[src/rtl/insn_mem_pkg.sv]
// Shared definitions for the instruction memory: load FSM encoding and default geometry.
// Latency: n/a (package only).
// Backpressure: n/a (package only).
package insn_mem_pkg;

    typedef enum logic [1:0] {
        ST_IDLE = 2'd0,
        ST_LOAD = 2'd1,
        ST_DONE = 2'd2
    } load_state_e;

    localparam int DEF_INSN_SIZE  = 16;
    localparam int DEF_INSN_COUNT = 256;
    localparam int DEF_BUS_COUNT  = 4;

    localparam int DEF_PTR_W  = $clog2(DEF_INSN_COUNT);
    localparam int DEF_BEATS  = DEF_INSN_COUNT / DEF_BUS_COUNT;
    localparam int DEF_BEAT_W = $clog2(DEF_BEATS + 1);

endpackage

[src/rtl/insn_mem_load_fsm.sv]
// Program-load sequencer: IDLE/LOAD/DONE state, beat counter, load target and resident length.
// Latency: beats_target+2 cycles from load_start to the load_done pulse at one beat per cycle.
// Backpressure: load_ready is high for the whole LOAD state; beats are taken only on load_valid.
//
// Ports: clk/reset (async active-low); load_start/load_beats/load_valid in;
// load_ready/load_busy/load_done/mem_loaded handshake out; beat_wr/beat_idx drive the
// array write; loaded_len is the number of valid instructions after a completed load.
module insn_mem_load_fsm
    import insn_mem_pkg::*;
#(
    parameter int BUS_COUNT = DEF_BUS_COUNT,
    parameter int BEATS     = DEF_BEATS,
    parameter int BEAT_W    = DEF_BEAT_W,
    parameter int LEN_W     = DEF_PTR_W + 1
) (
    input  logic              clk,
    input  logic              reset,
    input  logic              load_start,
    input  logic [BEAT_W-1:0] load_beats,
    input  logic              load_valid,
    output logic              load_ready,
    output logic              load_busy,
    output logic              load_done,
    output logic              mem_loaded,
    output logic              beat_wr,
    output logic [BEAT_W-1:0] beat_idx,
    output logic [LEN_W-1:0]  loaded_len
);

    localparam logic [BEAT_W-1:0] BEATS_MAX = BEAT_W'(BEATS);

    load_state_e       state_q, state_d;
    logic [BEAT_W-1:0] beat_cnt_q, beat_cnt_d;
    logic [BEAT_W-1:0] target_q, target_d;
    logic [LEN_W-1:0]  len_q, len_d;
    logic              loaded_q, loaded_d;
    logic [BEAT_W-1:0] start_target;

    // A zero or oversize request means "fill the whole memory".
    always_comb begin
        start_target = load_beats;
        if (load_beats == '0 || load_beats > BEATS_MAX) begin
            start_target = BEATS_MAX;
        end
    end

    always_comb begin
        state_d    = state_q;
        beat_cnt_d = beat_cnt_q;
        target_d   = target_q;
        len_d      = len_q;
        loaded_d   = loaded_q;
        beat_wr    = 1'b0;
        case (state_q)
            ST_IDLE: begin
                if (load_start) begin
                    state_d    = ST_LOAD;
                    target_d   = start_target;
                    beat_cnt_d = '0;
                    loaded_d   = 1'b0;
                end
            end
            ST_LOAD: begin
                // load_ready is constant high here, so valid alone completes the handshake.
                if (load_valid) begin
                    beat_wr    = 1'b1;
                    beat_cnt_d = beat_cnt_q + BEAT_W'(1);
                    if (beat_cnt_q == target_q - BEAT_W'(1)) begin
                        state_d = ST_DONE;
                    end
                end
            end
            ST_DONE: begin
                loaded_d = 1'b1;
                len_d    = LEN_W'(32'(target_q) * BUS_COUNT);
                state_d  = ST_IDLE;
            end
            default: begin
                state_d = ST_IDLE;
            end
        endcase
    end

    always_ff @(posedge clk or negedge reset) begin
        if (!reset) begin
            state_q    <= ST_IDLE;
            beat_cnt_q <= '0;
            target_q   <= '0;
            len_q      <= '0;
            loaded_q   <= 1'b0;
        end else begin
            state_q    <= state_d;
            beat_cnt_q <= beat_cnt_d;
            target_q   <= target_d;
            len_q      <= len_d;
            loaded_q   <= loaded_d;
        end
    end

    assign load_ready = (state_q == ST_LOAD);
    assign load_busy  = (state_q != ST_IDLE);
    assign load_done  = (state_q == ST_DONE);
    assign mem_loaded = loaded_q;
    assign beat_idx   = beat_cnt_q;
    assign loaded_len = len_q;

endmodule

[src/rtl/insn_mem_ctrl.sv]
// Instruction memory: wide multi-instruction program load, single-instruction fetch port.
// Latency: fetch response registered, one cycle after rd_en; back-to-back fetches every cycle.
// Backpressure: load side via load_ready (high only in LOAD); the fetch side never stalls.
//
// Ports: clk/reset (async active-low); load_start/load_beats/load_valid/load_data and
// load_ready/load_busy/load_done/mem_loaded form the load interface; rd_en/rd_ptr request a
// fetch, answered by rd_valid/rd_insn/rd_oob/rd_par_err.
// Optional macro INSN_MEM_PARITY_EN adds one even-parity bit per stored word and drives
// rd_par_err; without it rd_par_err is tied low.
module insn_mem_ctrl
    import insn_mem_pkg::*;
#(
    parameter  int INSN_SIZE  = DEF_INSN_SIZE,
    parameter  int INSN_COUNT = DEF_INSN_COUNT,
    parameter  int BUS_COUNT  = DEF_BUS_COUNT,
    localparam int PTR_W      = $clog2(INSN_COUNT),
    localparam int BEATS      = INSN_COUNT / BUS_COUNT,
    localparam int BEAT_W     = $clog2(BEATS + 1)
) (
    input  logic                           clk,
    input  logic                           reset,
    input  logic                           load_start,
    input  logic [BEAT_W-1:0]              load_beats,
    input  logic                           load_valid,
    input  logic [BUS_COUNT*INSN_SIZE-1:0] load_data,
    output logic                           load_ready,
    output logic                           load_busy,
    output logic                           load_done,
    output logic                           mem_loaded,
    input  logic                           rd_en,
    input  logic [PTR_W-1:0]               rd_ptr,
    output logic                           rd_valid,
    output logic [INSN_SIZE-1:0]           rd_insn,
    output logic                           rd_oob,
    output logic                           rd_par_err
);

    localparam int LEN_W = PTR_W + 1;

    logic              beat_wr;
    logic [BEAT_W-1:0] beat_idx;
    logic [LEN_W-1:0]  loaded_len;
    logic [PTR_W-1:0]  wr_base;

    insn_mem_load_fsm #(
        .BUS_COUNT (BUS_COUNT),
        .BEATS     (BEATS),
        .BEAT_W    (BEAT_W),
        .LEN_W     (LEN_W)
    ) u_load_fsm (
        .clk        (clk),
        .reset      (reset),
        .load_start (load_start),
        .load_beats (load_beats),
        .load_valid (load_valid),
        .load_ready (load_ready),
        .load_busy  (load_busy),
        .load_done  (load_done),
        .mem_loaded (mem_loaded),
        .beat_wr    (beat_wr),
        .beat_idx   (beat_idx),
        .loaded_len (loaded_len)
    );

    // Storage is deliberately not reset; validity is tracked by mem_loaded/loaded_len.
    logic [INSN_SIZE-1:0] mem [INSN_COUNT];
`ifdef INSN_MEM_PARITY_EN
    logic                 mem_par [INSN_COUNT];
`endif

    assign wr_base = PTR_W'(32'(beat_idx) * BUS_COUNT);

    always_ff @(posedge clk) begin
        if (beat_wr) begin
            for (int j = 0; j < BUS_COUNT; j++) begin
                mem[wr_base + PTR_W'(j)] <= load_data[j*INSN_SIZE +: INSN_SIZE];
`ifdef INSN_MEM_PARITY_EN
                mem_par[wr_base + PTR_W'(j)] <= ^load_data[j*INSN_SIZE +: INSN_SIZE];
`endif
            end
        end
    end

    logic [INSN_SIZE-1:0] fetch_word;
    logic                 fetch_oob;
    logic                 fetch_par_bad;

    assign fetch_word = mem[rd_ptr];
    // Busy covers the DONE cycle too, so a fetch there is refused even though the data is in.
    assign fetch_oob  = !mem_loaded || load_busy || ({1'b0, rd_ptr} >= loaded_len);

`ifdef INSN_MEM_PARITY_EN
    assign fetch_par_bad = ^{mem_par[rd_ptr], fetch_word};
`else
    assign fetch_par_bad = 1'b0;
`endif

    logic                 rd_valid_q, rd_valid_d;
    logic [INSN_SIZE-1:0] rd_insn_q, rd_insn_d;
    logic                 rd_oob_q, rd_oob_d;
    logic                 rd_par_q, rd_par_d;

    // Without a request, valid/oob/par_err drop but the last instruction is held.
    always_comb begin
        rd_valid_d = 1'b0;
        rd_insn_d  = rd_insn_q;
        rd_oob_d   = 1'b0;
        rd_par_d   = 1'b0;
        if (rd_en) begin
            rd_valid_d = 1'b1;
            rd_oob_d   = fetch_oob;
            rd_insn_d  = fetch_oob ? '0 : fetch_word;
            rd_par_d   = !fetch_oob && fetch_par_bad;
        end
    end

    always_ff @(posedge clk or negedge reset) begin
        if (!reset) begin
            rd_valid_q <= 1'b0;
            rd_insn_q  <= '0;
            rd_oob_q   <= 1'b0;
            rd_par_q   <= 1'b0;
        end else begin
            rd_valid_q <= rd_valid_d;
            rd_insn_q  <= rd_insn_d;
            rd_oob_q   <= rd_oob_d;
            rd_par_q   <= rd_par_d;
        end
    end

    assign rd_valid   = rd_valid_q;
    assign rd_insn    = rd_insn_q;
    assign rd_oob     = rd_oob_q;
`ifdef INSN_MEM_PARITY_EN
    assign rd_par_err = rd_par_q;
`else
    assign rd_par_err = 1'b0;
`endif

endmodule

[config.mk]
export PLATFORM = sky130hd
export DESIGN_NAME = insn_mem_ctrl
export DESIGN_NICKNAME = d
export VERILOG_FILES = /design/src/rtl/insn_mem_pkg.sv /design/src/rtl/insn_mem_load_fsm.sv /design/src/rtl/insn_mem_ctrl.sv
export SDC_FILE = /design/constraint.sdc
export NUM_CORES = 2
export LEC_CHECK = 0
export CAP_MARGIN = 20
export CORE_MARGIN = 5
export CORE_UTILIZATION = 50
export DETAILED_ROUTE_END_ITERATION = 6
export DONT_BUFFER_PORTS = 1
export PLACE_DENSITY = 0.62
export SLEW_MARGIN = 10
export SYNTH_ARGS = -nofsm -noshare
export SYNTH_HDL_FRONTEND = slang
export SYNTH_SLANG_ARGS = --single-unit
[constraint.sdc]
create_clock -name clk -period 8.9 [get_ports clk]
set_clock_uncertainty 0.05 [all_clocks]
set_input_delay 1.335 -clock clk [delete_from_list [all_inputs] [get_ports clk]]
set_output_delay 1.335 -clock clk [all_outputs]
set_load 0.02 [all_outputs]
Yosys cells after proc, flatten, opt, wreduce, memory -nomap -nowiden
Memories as Yosys holds them, arrays and structs flattened. Cells that the tools add are included.

$mul: 0. Bitwise logic cells: 0. Equality and inequality tests: 6. Add/sub/neg operators: 5. Divide/modulo/power cells: 0. Magnitude comparators: 2. Reductions and logical operators: 13. Shifts and indexed selects: 0. Multiplexer cells: 17.

Operator list (count): $mux 7 (3); $add 8x2->8 const B (2); $mux 16 (1); $pmux 7 s2 (1); $ge 8x9->1 (1); $add 8x1->8 const B (1); $add 7x1->7 const B (1); $eq 7x7->1 (1); $gt 7x7->1 const B (1); $logic_not 7->1 (1); $mux 1 (7); $sub 7x1->7 const B (1); $mux 2 (3); $reduce_and 3->1 (2); $reduce_bool 2->1 (3); $ne 2x2->1 const B (2); $pmux 2 s2 (1); $reduce_and 2->1 (2); $logic_or 1x1->1 (3); $eq 2x1->1 const B (1); $eq 2x2->1 const B (1); $logic_not 2->1 (1); $ne 2x1->1 const B (1); $pmux 1 s2 (1); $logic_not 1->1 (1).

Bits in registers: 42. Memory bits (writable): 4096. Memories: 1. Input bits: 84. Latch bits: 0. Bits in read-only memories: 0.

Memories: mem (depth 256, width 16, rd ports 1, clocked after Yosys merged registers in 0, write ports 4, line insn_mem_ctrl.sv:66) `logic [INSN_SIZE-1:0] mem [INSN_COUNT];`.

Longest topological paths before layout
Word-level depth: 5. Gate-level depth with buffers: 14. Depth with buffers taken out: 9.

Cells and area by module
From an unflattened synthesis, not the netlist that was laid out.

Cells, all modules: 7423. Area, all modules: 160488.9 µm².

Modules (own cells, without submodules): insn_mem_ctrl (sequential area each 123448.4 µm², area an instance 159205.2 µm², times used 1, cells an instance 7289); insn_mem_load_fsm (sequential area each 600.6 µm², area an instance 1283.7 µm², times used 1, cells an instance 134).

Least setup slack after synthesis
Ideal clock, no wire load.

Path kind: input to register. Start: input port load_valid. End: memory mem[188][0] (netlist name) (enable). Path slack: 3.596 ns. Data arrival time: 4.768 ns. Data required time: 8.363 ns. Cell stages on the path: 5. Path through: and2_1 -> clkbuf_1 -> nand2_1 -> clkbuf_1 -> nor2_1.

RTL lines: start: declaration (line insn_mem_ctrl.sv:24) `input logic load_valid,`; end: declaration (line insn_mem_ctrl.sv:66).

Worst setup path after layout
Start: input port rd_ptr[1]. End: register rd_insn_q[7], in the netlist rd_insn[7].

Cells in the longest elaborated chain, start to end: 3.

RTL lines: start: declaration (line insn_mem_ctrl.sv:31) `input logic [PTR_W-1:0] rd_ptr,`; parallel branches: the longest is 2 deep, another holds $mem_v2 256x16; $mux 16 * (line insn_mem_ctrl.sv:112) `rd_insn_d = fetch_oob ? '0 : fetch_word;`; end signal: assignment (line insn_mem_ctrl.sv:125) `rd_insn_q <= rd_insn_d;`; end: declaration (line insn_mem_ctrl.sv:99) `logic [INSN_SIZE-1:0] rd_insn_q, rd_insn_d;`.

Every way passes the cells marked *. A chain may end at the register's enable or synchronous reset.

==> results_dict.tcl <==
set metrics [dict create \
    cts_tree "built" \
    ys_seq_area_share_pct 78.19 \
    netlist_area_mm2 0.1586 \
    nets 7597 \
    antenna_found_initial 23 \
    vias_per_cell 6.588 \
    period_share_pct 61.65 \
    avgSynthCellArea_um2 21.73 \
    crit_path_max_fanout 175 \
    numPortBuffers 0 \
    vdd_drop_max_mv 0.1737 \
    syn_nets 7394 \
    critPathKind "in -> reg" \
    critPathArrivalTime_ns 6.28 \
    synth-main-ff-cell "edfxtp_1" \
    dr.pass1.iters 6 \
    cp-end-kind "register" \
    setup_tns_ns 0 \
    relSlewSlack_pct 10.56 \
    yosysWarnings 0 \
    mostFrequentLayoutCell "edfxtp_1" \
    dieArea_mm2 0.3287 \
    crit_chain "buf_16 -> buf_16 -> buf_16 -> mux2i_1 -> a22oi_1 -> nand4_1 -> o311ai_0 -> nand4_1 -> a31oi_1" \
    fin_total_pwr_w 0.04088 \
    hold_path_class "in -> async" \
    dpl.cell_count 11230 \
    synth_top_area_share_pct 77.53 \
    design.core.area_mm2 0.3155 \
    crit_slowest_cell "o311ai_0" \
    cp.required_ns 9.69 \
    synth_edf_count 4096 \
    drc 0 \
    grt_max_degree 195 \
    cp-start-kind "primary input" \
    reg2reg_from "u_load_fsm.state_q[1]" \
    drive_above_1_share_pct 21.18 \
    power_density_mw_per_mm2 230.9 \
    start_util_pct 50.29 \
    gp_congestion 0.7774 \
    critPathMaxStageDelay_ns 0.78 \
    ctsHoldBuffers 2 \
    vias 79120 \
    status "complete, no violations" \
    gr-total-overflow 0 \
    clk_pin_slew_ns 0.06 \
    cts_made_buffers 423 \
    ios 107 \
    htree_levels 5 \
    synthArstFlopShare_pct 1.015 \
    cts_buffer_depth 4 \
    postCtsSetupBuffers 0 \
    layout_common_cells "4,096 x edfxtp_1, 784 x mux4_2, 599 x mux2i_1, 425 x clkbuf_16, 303 x a22oi_1" \
    fillers 23160 \
    ys_ff_latch 4138 \
    area_growth_pct 11.62 \
    dp_hpwl_um 226700 \
    cpMostUsedCell "buf_16" \
    fin_cells 12010 \
    post_cts_resized 0 \
    final_antenna_net_count 0 \
    cp_num_buf_inv 3 \
    p_leak_nw 56.00 \
    max_clock_freq_ghz 0.1823 \
    drv_slew 0 \
    post_dp_cell_area_mm2 0.1639 \
    rows 206 \
    insertion_delay_ns 0.98 \
    maxCapViolations 0 \
    fin_util_pct 56.13 \
    grt.total_usage_pct 26.08 \
    avgRoutedWirePerCell_um 36.16 \
    cts_sinks 4138 \
    worst_path_dominant_cell_family "buffers and inverters" \
    cts-root-buf "clkbuf_16" \
    setup_viol 0 \
    post-synth-top-area-cell "edfxtp_1" \
    rsz0062_at_grt "false" \
    hold_viol 0 \
    dieHeight_um 573.3 \
    startpoint "rd_ptr[1]" \
    first_iter_violations 10240 \
    netlist_instances 7299 \
    synthTopCellsByArea "edfxtp_1 78%, mux4_2 11%, mux2i_1 3.8%, a22oi_1 1.4%, dfrtp_1 0.66%" \
    stdcell_area_mm2 0.1771 \
    fin_crit_ns 5.487 \
    routed_wl_um 434300 \
    die_w_um 573.3 \
    worst_pin_slew_ns 1.342 \
    synth_cell_types 75 \
    grt_pass1_wl_um 610900 \
    grt_pass1_vias 79810 \
]
-- where the power goes --
group          internal (W)  switching (W)
clock network       0.00947        0.00730
logic              0.000777        0.00129
registers            0.0219       0.000152
total                0.0321        0.00875
-- layer usage --
layer	GRT usage (%)	vias up	part of all wire, %
met1	37.27	43030	40
met5	0	-	0.0030
met3	4.998	665	9.7
li1	-	31360	-
met2	41.75	4053	48
met4	6.988	2	2.9
-- synthesized netlist by cell type (all sizes together), types with 22 or more instances --
| cell type | instances |
|---|---|
| edfxtp | 4096 |
| mux4 | 784 |
| mux2i | 599 |
| a22oi | 303 |
| buf | 279 |
| nand2 | 157 |
| clkbuf | 135 |
| nor2 | 127 |
| a21oi | 111 |
| o21ai | 71 |
| o22ai | 60 |
| nand4 | 58 |
| nand3 | 50 |
| dfrtp | 42 |
| a22o | 37 |
| a221oi | 35 |
| o221ai | 35 |
| a31oi | 29 |
| nand2b | 22 |
| nor3 | 22 |
-- stage by stage --
| stage | setup WS (ns) | hold slack, ns |
|---|---|---|
| finish | 3.413 | 0.2367 |
| global route | 3.304 | 0.2189 |
| CTS | 3.431 | 0.1662 |
| detailed placement | 2.394 | 0.4651 |
| global placement | 1.287 | 0.4612 |
| floorplan | 3.596 | 0.4314 |
-- final timing paths --
| path | to | depth (start not counted) | slack, ns |
|---|---|---|---|
| min | rd_insn[13] | 1 | 0.24 |
| min in group clk | rd_valid | 0 | 0.38 |
| max | rd_insn[7] | 9 | 3.41 |
| min reg2reg | u_load_fsm.loaded_len[8] | 1 | 0.48 |
| max in group asynchronous | rd_insn[12] | 1 | 7.38 |
| max reg2reg | mem[151][4] | 8 | 4.69 |
-- final cells by class --
class	instances	area, µm²	share of cell area, %
Multi-Input combinational cell	2729	32880	18.57
Antenna cell	13	32.53	0.01837
Inverter	18	72.57	0.04098
Timing Repair Buffer	192	1778	1.004
Tap cell	4160	5205	2.939
Sequential cell	4138	124000	70.05
Clock inverter	225	1903	1.075
Clock buffer	534	11150	6.299
-- flip-flops by register name, summed over array words and instances (netlist names) --
name                   cells
u_load_fsm.target_q        7
u_load_fsm.mem_loaded      1
u_load_fsm.state_q         2
rd_valid                   1
u_load_fsm.beat_idx        7
rd_insn                   16
u_load_fsm.loaded_len      7
rd_oob                     1
mem                     4096
-- kinds of logic (layout without fill, tap and decap cells) --
logic type | count (synthesis) | count (layout) | synth area share, %
AOI/OAI and AO/OA | 796 | 796 | 3.563
xor gates and xnor gates | 13 | 13 | 0.07177
adders and majority gates | 11 | 11 | 0.08675
buffers and inverters | 432 | 969 | 1.504
DFF | 4138 | 4138 | 78.19
muxes | 1394 | 1394 | 14.99
other | 1 | 14 | 0.002364
and+or+nand+nor | 514 | 514 | 1.591
-- worst reg2reg max path, cell delays in order, from the launching register on --
cell and delay [ns]:
dfrtp_1 0.38, nand2b_1 0.17, inv_1 0.39, and2_1 0.39, nand2_2 0.08, buf_4 0.28
nor2_4 0.95, buf_4 0.59, buf_4 0.55
Power figures use the tool's default switching activity.
